==> config.mk <==
export PLATFORM = sky130hd
export DESIGN_NAME = apb_phase_tracker
export DESIGN_NICKNAME = d
export VERILOG_FILES = /design/src/rtl/apb_mig_chk_pkg.sv /design/src/rtl/apb_phase_tracker.sv
export SDC_FILE = /design/constraint.sdc
export NUM_CORES = 1
export LEC_CHECK = 0
export CAP_MARGIN = 20
export CELL_PAD_IN_SITES_DETAIL_PLACEMENT = 0
export CELL_PAD_IN_SITES_GLOBAL_PLACEMENT = 1
export CORE_AREA = 2 2 42 48
export CTS_BUF_LIST = sky130_fd_sc_hd__clkbuf_2 sky130_fd_sc_hd__clkbuf_4 sky130_fd_sc_hd__clkbuf_8
export CTS_CLUSTER_SIZE = 12
export DETAILED_ROUTE_END_ITERATION = 6
export DIE_AREA = 0 0 44 50
export PLACE_DENSITY = 0.75
export SLEW_MARGIN = 15
export SYNTH_ARGS = -nofsm -noshare
export SYNTH_HDL_FRONTEND = slang
export SYNTH_SLANG_ARGS = --single-unit
==> constraint.sdc <==
create_clock -name clk -period 1.89 [get_ports clk]
set_input_delay 0.2835 -clock clk [delete_from_list [all_inputs] [get_ports clk]]
set_output_delay 0.2835 -clock clk [all_outputs]
set_load 0.05 [all_outputs]
==> src/rtl/apb_mig_chk_pkg.sv <==
// Shared types for the APB-to-MIG bridge checker: error bit indices and APB phase states.
package apb_mig_chk_pkg;

    localparam int NUM_ERR = 5;

    typedef enum logic [2:0] {
        FIFO_STRAY  = 3'd0,
        FIFO_OVF    = 3'd1,
        PROTOCOL    = 3'd2,
        TIMEOUT     = 3'd3,
        OUTSTANDING = 3'd4
    } err_idx_e;

    typedef enum logic [1:0] {
        IDLE   = 2'd0,
        SETUP  = 2'd1,
        ACCESS = 2'd2
    } apb_state_e;

endpackage

==> src/rtl/apb_phase_tracker.sv <==
// APB phase FSM plus pready watchdog; emits single-cycle protocol and timeout error pulses.
module apb_phase_tracker
    import apb_mig_chk_pkg::*;
#(
    parameter int TIMEOUT_CYCLES = 256
) (
    input  logic       clk,
    input  logic       rst_n,
    input  logic       psel,
    input  logic       penable,
    input  logic       pready,
    output apb_state_e state,
    output logic       access,
    output logic       protocol_err,
    output logic       timeout_err
);

    localparam int WD_W = $clog2(TIMEOUT_CYCLES + 1);
    localparam logic [WD_W-1:0] WD_MAX = WD_W'(TIMEOUT_CYCLES);

    apb_state_e      state_q, state_d;
    logic            ready_q;
    logic [WD_W-1:0] wd_q, wd_d;
    logic            fired_q, fired_d;

    always_ff @(posedge clk or negedge rst_n) begin
        if (!rst_n) begin
            state_q <= IDLE;
            ready_q <= 1'b0;
            wd_q    <= '0;
            fired_q <= 1'b0;
        end else begin
            state_q <= state_d;
            ready_q <= pready;
            wd_q    <= wd_d;
            fired_q <= fired_d;
        end
    end

    // The watchdog saturates; fired_q keeps a long stall from reporting more than once.
    always_comb begin
        state_d      = IDLE;
        wd_d         = '0;
        fired_d      = 1'b0;
        access       = psel && penable;
        protocol_err = 1'b0;
        timeout_err  = 1'b0;

        if (psel && !penable) begin
            state_d = SETUP;
        end else if (access) begin
            state_d = ACCESS;
        end

        protocol_err = (penable && !psel)
                    || (access && state_q == IDLE)
                    || (state_q == SETUP && !access)
                    || (state_q == ACCESS && !ready_q && !access);

        timeout_err = (wd_q == WD_MAX) && !fired_q;

        if (access && !pready) begin
            wd_d    = (wd_q == WD_MAX) ? wd_q : wd_q + 1'b1;
            fired_d = fired_q || timeout_err;
        end
    end

    assign state = state_q;

endmodule

* After elaboration in Yosys (flattened, before gate mapping) *
Index checks and enable logic that the tools add are counted.

storage, ports and cells
  bits in registers = 13
  input port bits = 5
  output and inout bits = 5
  logic and storage cells = 34

operators by class
  add/sub/neg operators = 1
  eq/ne operators = 4
  muxes and demuxes = 5
  reduce and logical (&&, ||, !) cells = 20

operators with widths
  kind                                                             number
  9-bit two-way mux                                                2
  9-bit by 1-bit adder with 9-bit output, second input constant    1
  9-bit == test, second input constant                             1
  1-bit logical AND                                                9
  1-bit zero test                                                  6
  1-bit logical OR                                                 4
  2-bit two-way mux                                                2
  2-bit by 1-bit == test with 1-bit output, second input constant  1
  2-bit == test, second input constant                             1
  2-bit zero test                                                  1
  2-bit inequality test, second input constant                     1
  1-bit two-way mux                                                1

* Logic depth before layout (Yosys ltp) *
  depth in word-level cells = 5
  gate-level depth with buffers = 5
  gate-level depth less buffers = 5

* Worst setup path after synthesis *
Ideal clock, no wire load.

  kind = register to output
  start point = reg wd_q[3]
  end point = out timeout_err
  data arrival time = 2.052 ns
  required time = 1.607 ns
  path slack = -0.446 ns
  cell stages (with the launch flop) = 3
  buffers on the path = 0
  cell sequence = dfrtp_1 > or4_4 > nor3_1

between the ends
  word-level cells in the longest chain between the ends = 2

ends and longest elaborated chain
  item                    RTL line                 RTL
  from (decl)             apb_phase_tracker.sv:23  logic [WD_W-1:0] wd_q, wd_d;
  from (signal assigned)  apb_phase_tracker.sv:35  wd_q <= wd_d;
  9-bit == test           apb_phase_tracker.sv:60  timeout_err = (wd_q == WD_MAX) && !fired_q;
  1-bit logical AND       apb_phase_tracker.sv:60
  to (decl)               apb_phase_tracker.sv:15  output logic timeout_err

Every way passes these cells.

* Worst setup path after layout *
  start point = reg wd_q[4]
  end point = out timeout_err

Same word-level chain as after synthesis.

==> qor.yml <==
outcome: "complete, but fails checks"
violations: "setup timing"
synth_xor_area_frac: 0.02597
cts_made_buffers: 3
max_freq_mhz: 524.9
finalWorstPathRequiredPeriod_ns: 1.905
place_congestion: 0.7428
areaGrowthSynthToFinish_pct: 38.96
max_cap_violations: 0
postRouteAntennaNets: 0
max_stage_delay_ns: 0.55
synth_compound_area_frac: 0.1262
dp_cells: 95
io_buffers: 9
p_int_uw: 411.3
swShare: 0.2525
slew_headroom: 0.5819
synth_cell_type_count: 29
rows: 16
yosys-top-cells-area: "dfrtp_1 48%, a21oi_1 4.5%, ha_1 3.7%, nand3_1 3.0%, o21ai_0 3.0%"
synth_top_family_by_area: "simple AND/OR/NAND/NOR gates"
hold_viol_final: 0
finalMaxSlewViolations: 0
yosysTopAreaCellShare: 0.4824
tns_ns: -0.01519
mostFrequentLayoutCells: "10 x dfrtp_1, 7 x buf_4, 6 x clkdlybuf4s50_1"
via_per_inst: 5.563
path_cells: "or4_4 > nor3_4 > buf_12"
async_flop_share: 1.000
pwr_density_cell_nw_per_um2: 587.2
routed_wl_um: 1595
end_kind: "output port"
cts_root_buffer: "clkbuf_4"
critPathBufInv: 1
grt_pass1_vias: 549
hpwl_um: 1061
antennaDiodeCount: 0
netSwitchingPower_uw: 139.0
drive_above_1_share: 0.3294
final_common_cell: "dfrtp_1"
power_frac_comb: 0.136
vdd_drop_max_mv: 0.3263
synth_edf_count: 0
crit_slowest_cell: "or4_4"
cts.htree.levels: 1
grt_max_degree: 14
drc: 0
register_area_sq_um: 329.1
fill_cells: 153
die_w_um: 44
synth_flop_cell: "dfrtp_1"
hold_buffers: 0
crit_fanout: 3
synth_fp_nets: 72
tritoncts: "built"
yosys-mux-area-fraction: 0
cts_num_sinks: 13
crit_required_ns: 1.61
grt_overflow: 0
crit_path_start_kind: "register"
initial_core_util: 0.3917
yosysTopAreaCell: "dfrtp_1"
min_period_over_period: 1.008
clockPowerShare: 0.343
synthAdderAreaFrac: 0.03711
synth-seq-area-share: 0.4824
rsz0062_at_grt: "yes"
core_area_sq_um: 1722
fin_cells: 103
fin_skew_ns: 0.004708
p_leak_nw: 0.3765
multiInputGateArea_sq_um: 375.4
hold_class: "input pin to asynchronous set/reset pin"
synth_area_per_cell_sq_um: 10.38
antenna_found_initial: 0
clock_latency_ns: 0.27
cp.arrival_ns: 1.62
synth-seq-cells: 13
io_pins: 10
wl_per_cell_um: 15.49
dieArea_sq_um: 2200
crit_family: "simple AND/OR/NAND/NOR gates"
clockBufferDepth: 2
clk_pin_slew_ns: 0.09
vias: 573
crit_type: "register to output port"
dr.pass1.iters: 4
power.total_uw: 550.3
die_h_um: 50
drt-initial-drc-count: 17
final_nets: 93
setup_slack_ns: -0.01519
pwr-share-seq: 0.520
max_slew.worst_pin.slew_ns: 0.6252
netlist_instances: 65
synth_area_sq_um: 674.4
yosys.area_share.simple: 0.3173
grt_usage: 0.1696
finalSetupViolations: 1
grt_pass1_wl_um: 2704
yosys_warnings: 0
[repair_timing]
action                                  in CTS  in global routing
gates resized for setup                      4                  2
endpoints found under the setup margin       1                  1
setup buffers                                2                  2
pin swaps                                    0                  2
[metal layers]
metal / routed length [um] / global-route usage
met5: 0 / 0
met3: 100 / 0.03663
met2: 719 / 0.2402
met1: 753 / 0.2431
met4: 21 / 0.07576
[synthesized netlist by cell type, types with 2 or more instances]
master / instances
dfrtp_1: 13
a21oi_1: 6
nand3_1: 4
o21ai_0: 4
nor2_1: 3
nor3_1: 3
or3_1: 3
ha_1: 2
inv_1: 2
nand2_1: 2
nand3b_1: 2
nand4_1: 2
o21a_1: 2
xor2_1: 2
[power groups by stage]
stage,sequential [mW],combinational [mW],clock (mW)
6_report,0.286,0.0751,0.189
3_5_place_dp,0.292,0.0745,0
4_1_cts,0.286,0.0758,0.195
2_1_floorplan,0.299,0.0262,0
3_3_place_gp,0.292,0.0734,0
5_1_grt,0.287,0.0815,0.213
[logic make-up (layout without fill, tap and decap cells)]
logic type / count (synthesis) / count (layout)
compound gates: 15 / 15
xor+xnor: 2 / 2
fa+ha+maj: 2 / 2
buf+inv: 2 / 22
flops: 13 / 13
simple gates: 31 / 31
[layout make-up]
class / instances / area share
clock buffers: 4 / 0.03204
inverters: 2 / 0.008011
multi-input cells: 50 / 0.4005
flip-flops and latches: 13 / 0.3511
well taps: 18 / 0.02403
repair buffers: 16 / 0.1842
[final timing paths]
check,from,end,slack [ns],cells past startpoint
max,wd_q[4]$_DFFE_PN0P_,timeout_err,-0.02,3
min in group clk,pready,ready_q$_DFF_PN0_,0.51,1
max in group asynchronous,rst_n,wd_q[4]$_DFFE_PN0P_,1.05,1
max reg2reg,wd_q[4]$_DFFE_PN0P_,wd_q[1]$_DFFE_PN0P_,0.44,4
min reg2reg,fired_q$_DFF_PN0_,fired_q$_DFF_PN0_,0.57,1
min,rst_n,wd_q[6]$_DFFE_PN0P_,0.39,1
[state kept, by name (all words and copies together), names as in the netlist]
register  flops
state         2
fired_q       1
wd_q          9
ready_q       1
[stage by stage]
stage / util / area, sq um / worst slack, ns / hold WS (ns)
floorplan: - / 683.2 / -0.01616 / -0.01209
global placement: 0.4927 / 848.3 / 0.2309 / 0.5076
detailed placement: 0.4927 / 848.3 / 0.2166 / 0.5094
CTS: 0.5334 / 918.4 / 0.01279 / 0.4121
global route: 0.5443 / 937.1 / -0.07453 / 0.4455
finish: 0.5443 / 937.1 / -0.01519 / 0.3914
(Power assumes the default switching activity.)
